<file path="src/rtl/hazard_controller_if.sv">
// hazard_controller_if: ID-stage instruction/memory status in, stall, bubble, flush and freeze controls out.
interface hazard_controller_if #(
  parameter int INST_WIDTH = 32,
  parameter int STALL_CNT_W = 16
);
  logic id_valid;
  logic [INST_WIDTH-1:0] id_inst;
  logic id_redirect;
  logic mem_busy;
  logic stall_if;
  logic stall_id;
  logic bubble_ex;
  logic flush_id;
  logic freeze;
  logic [1:0] state;
  logic [STALL_CNT_W-1:0] stall_count;
  modport master(
    output id_valid, id_inst, id_redirect, mem_busy,
    input stall_if, stall_id, bubble_ex, flush_id, freeze, state, stall_count
  );
  modport slave(
    input id_valid, id_inst, id_redirect, mem_busy,
    output stall_if, stall_id, bubble_ex, flush_id, freeze, state, stall_count
  );
endinterface

</file>
<file path="src/rtl/hazard_controller.sv">
// hazard_controller: load-use stalls, SYSTEM serialisation and memory freeze for the decode stage.
module hazard_controller #(
  parameter int REG_ADDR_W = 5,
  parameter int INST_WIDTH = 32,
  parameter int STALL_CNT_W = 16
) (
  input logic clk,
  input logic rst_n,
  hazard_controller_if.slave bus
);
  localparam logic [6:0] OP_LUI = 7'b0110111, OP_AUIPC = 7'b0010111, OP_JAL = 7'b1101111,
                         OP_JALR = 7'b1100111, OP_BRANCH = 7'b1100011, OP_LOAD = 7'b0000011,
                         OP_STORE = 7'b0100011, OP_IMM = 7'b0010011, OP_OP = 7'b0110011,
                         OP_SYSTEM = 7'b1110011;
  typedef enum logic [1:0] {RUN = 2'd0, DRAIN = 2'd1, SERIAL = 2'd2} state_t;
  typedef struct packed {
    logic valid;
    logic [REG_ADDR_W-1:0] rd;
    logic wr;
    logic load;
    logic sys;
  } slot_t;
  state_t state, state_nx;
  slot_t ex, mem, wb, ex_nx;
  logic [STALL_CNT_W-1:0] cnt;
  logic [6:0] opc;
  logic [2:0] f3;
  logic [REG_ADDR_W-1:0] rd, rs1, rs2;
  logic uses_rs1, uses_rs2, writes_rd, is_load, is_sys, sys_req, pipe_busy, lu, stall, issue;
  assign opc = bus.id_inst[6:0];
  assign rd = bus.id_inst[7 +: REG_ADDR_W];
  assign f3 = bus.id_inst[14:12];
  assign rs1 = bus.id_inst[15 +: REG_ADDR_W];
  // rs2 sits directly below the 7-bit funct7 field at the top of the word
  assign rs2 = bus.id_inst[INST_WIDTH-8 -: REG_ADDR_W];
  assign is_load = opc == OP_LOAD;
  assign is_sys = opc == OP_SYSTEM;
  assign uses_rs1 = (opc inside {OP_JALR, OP_BRANCH, OP_LOAD, OP_STORE, OP_IMM, OP_OP})
                    | (is_sys & f3 != 3'b000 & !f3[2]);
  assign uses_rs2 = opc inside {OP_BRANCH, OP_STORE, OP_OP};
  assign writes_rd = (opc inside {OP_LUI, OP_AUIPC, OP_JAL, OP_JALR, OP_LOAD, OP_IMM, OP_OP})
                     | (is_sys & f3 != 3'b000);
  assign pipe_busy = ex.valid | mem.valid | wb.valid;
  assign sys_req = bus.id_valid & is_sys;
  assign lu = ex.valid & ex.load & ex.wr & ((uses_rs1 & rs1 == ex.rd) | (uses_rs2 & rs2 == ex.rd));
  assign stall = bus.mem_busy | lu | (state == DRAIN & pipe_busy)
                 | (state == RUN & sys_req & pipe_busy) | state == SERIAL;
  assign issue = bus.id_valid & !stall & !bus.mem_busy;
  assign ex_nx = issue ? {1'b1, rd, writes_rd & rd != '0, is_load, is_sys} : '0;
  assign bus.stall_id = stall;
  assign bus.stall_if = stall;
  assign bus.freeze = bus.mem_busy;
  assign bus.bubble_ex = stall & !bus.mem_busy;
  assign bus.flush_id = issue & bus.id_redirect;
  assign bus.state = state;
  assign bus.stall_count = cnt;
  always_comb begin
    state_nx = state;
    if (!bus.mem_busy)
      case (state)
        RUN: state_nx = (sys_req & pipe_busy) ? DRAIN : (sys_req & issue) ? SERIAL : RUN;
        DRAIN: state_nx = pipe_busy ? DRAIN : issue ? SERIAL : RUN;
        SERIAL: state_nx = (wb.valid & wb.sys) ? RUN : SERIAL;
        default: state_nx = RUN;
      endcase
  end
  always_ff @(posedge clk) begin
    if (!rst_n) begin
      state <= RUN;
      ex <= '0;
      mem <= '0;
      wb <= '0;
      cnt <= '0;
    end else begin
      if (!bus.mem_busy) begin
        state <= state_nx;
        ex <= ex_nx;
        mem <= ex;
        wb <= mem;
      end
      if (stall & ~&cnt) cnt <= cnt + 1'b1;
    end
  end
endmodule
</file>
<file path="src/flat_wrapper.sv">
// flat-port wrapper written by rule: the top's interface ports become plain ports
module hazard_controller_flat 
#(
  parameter int REG_ADDR_W = 5,
  parameter int INST_WIDTH = 32,
  parameter int STALL_CNT_W = 16
)
  (clk, rst_n, bus_id_valid, bus_id_inst, bus_id_redirect, bus_mem_busy, bus_stall_if, bus_stall_id, bus_bubble_ex, bus_flush_id, bus_freeze, bus_state, bus_stall_count);
  hazard_controller_if #(.INST_WIDTH(INST_WIDTH), .STALL_CNT_W(STALL_CNT_W)) bus_i ();
  input logic clk;
  input logic rst_n;
  input wire logic [$bits(bus_i.id_valid)-1:0] bus_id_valid;
  input wire logic [$bits(bus_i.id_inst)-1:0] bus_id_inst;
  input wire logic [$bits(bus_i.id_redirect)-1:0] bus_id_redirect;
  input wire logic [$bits(bus_i.mem_busy)-1:0] bus_mem_busy;
  output wire logic [$bits(bus_i.stall_if)-1:0] bus_stall_if;
  output wire logic [$bits(bus_i.stall_id)-1:0] bus_stall_id;
  output wire logic [$bits(bus_i.bubble_ex)-1:0] bus_bubble_ex;
  output wire logic [$bits(bus_i.flush_id)-1:0] bus_flush_id;
  output wire logic [$bits(bus_i.freeze)-1:0] bus_freeze;
  output wire logic [$bits(bus_i.state)-1:0] bus_state;
  output wire logic [$bits(bus_i.stall_count)-1:0] bus_stall_count;
  assign bus_i.id_valid = bus_id_valid;
  assign bus_i.id_inst = bus_id_inst;
  assign bus_i.id_redirect = bus_id_redirect;
  assign bus_i.mem_busy = bus_mem_busy;
  assign bus_stall_if = bus_i.stall_if;
  assign bus_stall_id = bus_i.stall_id;
  assign bus_bubble_ex = bus_i.bubble_ex;
  assign bus_flush_id = bus_i.flush_id;
  assign bus_freeze = bus_i.freeze;
  assign bus_state = bus_i.state;
  assign bus_stall_count = bus_i.stall_count;
  hazard_controller #(.REG_ADDR_W(REG_ADDR_W), .INST_WIDTH(INST_WIDTH), .STALL_CNT_W(STALL_CNT_W)) u_core (.clk(clk), .rst_n(rst_n), .bus(bus_i));
endmodule
</file>
<file path="config.mk">
export PLATFORM = sky130hd
export DESIGN_NAME = hazard_controller_flat
export DESIGN_NICKNAME = d
export VERILOG_FILES = /design/src/rtl/hazard_controller_if.sv /design/src/rtl/hazard_controller.sv /design/src/flat_wrapper.sv
export SDC_FILE = /design/constraint.sdc
export NUM_CORES = 1
export LEC_CHECK = 0
export ABC_AREA = 1
export CORE_MARGIN = 2
export CORE_UTILIZATION = 42
export CTS_BUF_LIST = sky130_fd_sc_hd__clkbuf_4 sky130_fd_sc_hd__clkbuf_8 sky130_fd_sc_hd__clkbuf_16
export CTS_CLUSTER_DIAMETER = 120
export DETAILED_ROUTE_END_ITERATION = 12
export PLACE_DENSITY = 0.85
export SLEW_MARGIN = 20
export SYNTH_ARGS = -nofsm -noshare
export SYNTH_HDL_FRONTEND = slang
export SYNTH_SLANG_ARGS = --single-unit
export TNS_END_PERCENT = 30
</file>
<file path="constraint.sdc">
create_clock -name clk -period 1.5 [get_ports clk]
set_input_delay 0.3 -clock clk [delete_from_list [all_inputs] [get_ports clk]]
set_output_delay 0.3 -clock clk [all_outputs]
set_load 0.05 [all_outputs]
</file>
# Word-level counts from Yosys, hierarchy flattened
# Cells that the tools add are included.
# totals
in_bits	37
ff_bits	31
output_inout_bits	23
word_cells	73
# classes
addsub	1
bitwise	29
n_reduce_logical	11
eq_ne	14
n_mux	7
# op_table
op	n
7-bit == test (second input constant)	4
7-bit by 6-bit == test with 1-bit output (second input constant)	3
1-bit bitwise AND	20
16-bit by 1-bit adder with 16-bit output (second input constant)	1
16-bit AND reduction	1
7-bit by 5-bit == test with 1-bit output (second input constant)	2
5-bit == test	2
2-bit two-way mux	5
9-bit two-way mux	1
1-bit bitwise OR	9
7-bit by 2-bit == test with 1-bit output (second input constant)	1
7-bit nonzero test	1
2-bit case mux with 3 select lines	1
3-bit nonzero test	2
6-bit nonzero test	1
5-bit nonzero test	1
1-bit logical NOT	4
2-bit by 1-bit == test with 1-bit output (second input constant)	1
2-bit == test (second input constant)	1
2-bit logical NOT	1

# Depth between registers and ports, before layout
# Gate-level depths: netlist of run 1.
# logic_depth
word_depth	18
depth_mapped	16
ltp_nobuf	16

# Least setup slack after synthesis of run 1
# No wires, ideal clock.
# synth_path
path_kind	reg-to-output
start	register u_core.state[1] (netlist: u_core.bus.state[1])
end	output bus_flush_id
stages_incl_launch_ff	9
path_slack_ns	-1.096
arrival_ns	2.296
required_ns	1.200
path_cell_list	dfxtp_1 -> inv_1 -> a31oi_2 -> nand2_2 -> nor2_4 -> nand2_4 -> nor2_4 -> inv_1 -> nor2_1
# synth_via
elab_chain_len	9
# synth_rtl
element	line_no	rtl
start: declaration	hazard_controller.sv:23	state_t state, state_nx;
start signal: assignment	hazard_controller.sv:76	state <= state_nx;
2-bit by 1-bit == test with 1-bit output / 2-bit logical NOT (equally long branches)	hazard_controller.sv:46, hazard_controller.sv:47	
1-bit bitwise AND, on equally long branches	hazard_controller.sv:46, hazard_controller.sv:47	
1-bit bitwise OR / 1-bit bitwise AND (equally long branches)	hazard_controller.sv:46, hazard_controller.sv:47	
1-bit bitwise OR	hazard_controller.sv:47	| (state == RUN & sys_req & pipe_busy) | state == SERIAL;
1-bit bitwise OR *	hazard_controller.sv:47	
via bus_stall_id	flat_wrapper.sv:17	output wire logic [$bits(bus_i.stall_id)-1:0] bus_stall_id;
1-bit logical NOT *	hazard_controller.sv:48	assign issue = bus.id_valid & !stall & !bus.mem_busy;
1-bit bitwise AND * (2 in series)	hazard_controller.sv:48	
1-bit bitwise AND *	hazard_controller.sv:54	assign bus.flush_id = issue & bus.id_redirect;
end: declaration	flat_wrapper.sv:19	output wire logic [$bits(bus_i.flush_id)-1:0] bus_flush_id;
# The timed path passes the listed nets; every way through them passes the cells marked *.

# Worst setup path after layout of run 1
# layout_path
start	input bus_id_inst[14]
end	output bus_flush_id
# layout_via
elab_chain_len	15
# layout_rtl
element	line_no	rtl
start: declaration	flat_wrapper.sv:13	input wire logic [$bits(bus_i.id_inst)-1:0] bus_id_inst;
3-bit nonzero test	hazard_controller.sv:39	| (is_sys & f3 != 3'b000 & !f3[2]);
1-bit bitwise AND	hazard_controller.sv:39	
1-bit bitwise AND *	hazard_controller.sv:39	
1-bit bitwise OR *	hazard_controller.sv:39	
1-bit bitwise AND *	hazard_controller.sv:45	assign lu = ex.valid & ex.load & ex.wr & ((uses_rs1 & rs1 == ex.rd) | (uses_rs2 & rs2 == ex.rd));
1-bit bitwise OR *	hazard_controller.sv:45	
1-bit bitwise AND *	hazard_controller.sv:45	
1-bit bitwise OR * (2 in series)	hazard_controller.sv:46	assign stall = bus.mem_busy | lu | (state == DRAIN & pipe_busy)
1-bit bitwise OR * (2 in series)	hazard_controller.sv:47	
1-bit logical NOT *	hazard_controller.sv:48	
1-bit bitwise AND * (2 in series)	hazard_controller.sv:48	
1-bit bitwise AND *	hazard_controller.sv:54	
# Mark *: on every way between the ends. The rest lies on a longest branch, timed or not.

==> reports/qor.txt, run 1 <==
Mapped Area: 1860 sq um
Synth area leaders: dfxtp_1, nand2_1, a21oi_1
Arr. time, crit path: 1.83 ns
Die H: 70.6 um
Area Overhead vs Synth: 76.7%
CTS Buf Count: 5
Maximum VDD drop: 0.417 mV
Clk pwr share: 33.9%
Avg Synthesized Cell Area: 6.90 sq um
Leakage Power: 1.38 nW
WS Path Type: in2out
Sw frac: 29.6%
CTS Hold Buffers Added: 0
Post-synth EDFFs: 0
Final Max Slew Viols: 0
Remaining DRCs: 0
Routed length per instance: 15.2 um
Post-Syn Nets: 308
Vias in the first global route: 2255
Share of post-route cells with drive strength above 1: 42.0%
Critical Path RT: 1.20 ns
CTS clk-pin slew, worst paths: 0.08 ns
Grt ovf: 0
Port bufs: 52
# diodes: 0
Max-slew headroom: 73.2%
WHS: 0.466 ns
Sequential fraction of the synthesis area: 33.3%
Largest net degree at the start of global routing: 21
Outcome: finished with violations
Final setup violation count: 31
Final setup margin: -0.629 ns
GP Congestion: 0.838
RSZ-0062 raised after global routing: true
Clock root buffer: clkbuf_8
Power Internal: 0.00147 W
Least-Margin Pin Slew: 0.396 ns
Final Hold Fails: 0
Total global-route track usage: 24.7%
Cell Pwr Density: 636 nW/um^2
Fin util: 76.1%
Nets: 416
Vias/cell: 5.36
Die area: 4980 sq um
DR pass1 iterations: 5
FILL cells: 273
Footprint of the multi-input gates: 1190 sq um
Sequential Area: 661 sq um
Dominant synthesized flop cell: dfxtp_1
Gate power share: 25.0%
Final worst-path cycle share: 142%
Clock Sinks: 31
H-tree levels: 2
Synth Instances: 270
Final TNS setup: -10.28 ns
Synth top area share: 33.3%
Worst-path fanout max: 2
Row count: 24
FMAX: 470 MHz
Worst setup path start: bus_id_inst[14]
Worst R2R Start: u_core.wb[8]$_SDFFE_PN0N_
I/O Pins: 60
Failing checks: setup timing
Initial antenna violation count: 0
Yosys reg bits: 31
Ys async rst share: 0%
Fraction of power consumed by sequential logic: 41.1%
Most frequent cells in the layout: nand2_1, buf_4, inv_1
Final Skew: 0.0145 ns
Min Tclk post-route: 2.13 ns
Max-cap violations: 0
CTS tree: done
Total Routed Length: 6560 um
Post-DP HPWL: 4180 um
Via count: 2311
Worst Hold Class: reg2reg
Max clock buf depth: 2
Initial DRC count: 220
Global-route wire length before repair: 9930 um
Worst setup SP type: primary input
ANT nets after route: 0
Die X: 70.6 um
Leading cell type in the layout, fill and taps excluded: nand2_1
Hold path start: u_core.wb[0]$_SDFFE_PN0N_
Yosys warning count: 0
Starting Density: 43.1%
Sw Pwr: 0.000621 W
Core ar.: 4320 sq um
CP endpoint kind: primary output
Cell taking the most area after synthesis: dfxtp_1
Cell variety after synth: 36
Worst skew pair latency: 0.29 ns
## per-layer routing
metal / part of all wire (%) / up-vias / track usage (%)
met5: 0 / - / 0
met4: 4.1 / 0 / 10.3
met3: 6.3 / 28 / 5.98
met2: 51 / 121 / 43.9
met1: 38 / 1077 / 28.5
li1: - / 1085 / -
## Yosys cell counts, types with 3 or more instances
master     n
a21oi_2    3
xor2_1     4
nand2_1   60
nand3_1    8
a21oi_1   25
o21ai_0   12
inv_2      5
dfxtp_1   31
clkbuf_1   3
nor3_1    10
nor2_1    29
nand2_4    3
nand2_2    4
xnor2_1   11
nand4_1    6
nand3_2    3
inv_1     28
## through the flow
stage	total power [W]	cell area [sq um]	cells	worst slack (ns)
finish	0.00209	3290	431	-0.629
detailed placement	0.00134	3060	417	-0.812
CTS	0.00205	3210	428	-0.555
global route	0.00217	3290	431	-0.670
floorplan	0.00111	1950	270	-0.482
global placement	0.00133	3060	417	-0.721
## critical path, cell delays in order
cell             delay [ns]
clkdlybuf4s50_1        0.51
inv_1                  0.07
nand4_1                0.12
nand3_2                0.09
nand2_2                0.08
nand2_2                0.08
nand2_4                0.12
nand2_8                0.06
nor2_4                 0.10
inv_2                  0.06
nor2_4                 0.10
buf_12                 0.14
## power groups by stage
| stage | clock [W] | sequential (W) | combinational (W) |
|---|---|---|---|
| after floorplan | 0 | 0.000906 | 0.000205 |
| after global placement | 0 | 0.000873 | 0.000455 |
| after detailed placement | 0 | 0.000875 | 0.000469 |
| after CTS | 0.000705 | 0.000857 | 0.000484 |
| after global routing | 0.000749 | 0.000862 | 0.000556 |
| final | 0.000710 | 0.000860 | 0.000524 |
## state kept, by name, summed over array words and instances (netlist names)
signal,cells
u_core.bus.state,2
u_core.wb,2
u_core.ex,9
u_core.mem,2
u_core.bus.stall_count,16
## worst paths after layout
path,to,slack (ns),cells past startpoint
worst max-delay path,bus_flush_id,-0.63,12
worst min-delay path,u_core.wb[0]$_SDFFE_PN0N_,0.47,2
worst max register to register,u_core.bus.stall_count[6]$_SDFFE_PN0P_,-0.39,11
worst min register to register,u_core.wb[0]$_SDFFE_PN0N_,0.47,2
## final cells by class
| class | instances | area share, % |
|---|---|---|
| flip-flops and latches | 31 | 20.1 |
| multi-input cells | 196 | 36.2 |
| clock buffers | 7 | 2.74 |
| repair buffers | 109 | 34.7 |
| well taps | 52 | 1.98 |
| inverters | 35 | 4.14 |
| clock inverters | 1 | 0.152 |
## logic make-up after synthesis
kind of cell	after synthesis	synth area share, %
compound gates	46	13.8
xor+xnor	15	7.06
fa+ha+maj	1	0.672
buf+inv	43	10.0
flops	31	33.3
simple gates	134	35.1
## what timing repair did
item,4_1_cts,5_1_grt
buffers inserted,4,3
resized for setup,36,25
endpoints found under the setup margin,31,31
pin swaps,24,6
Power figures use the tool's default switching activity.
==> run 2: changes to the inputs <==
Settings changed: CAP_MARGIN from default to 10.
==> results of run 2 <==
The final DEF is identical to that of run 1; final timing and power are the same.
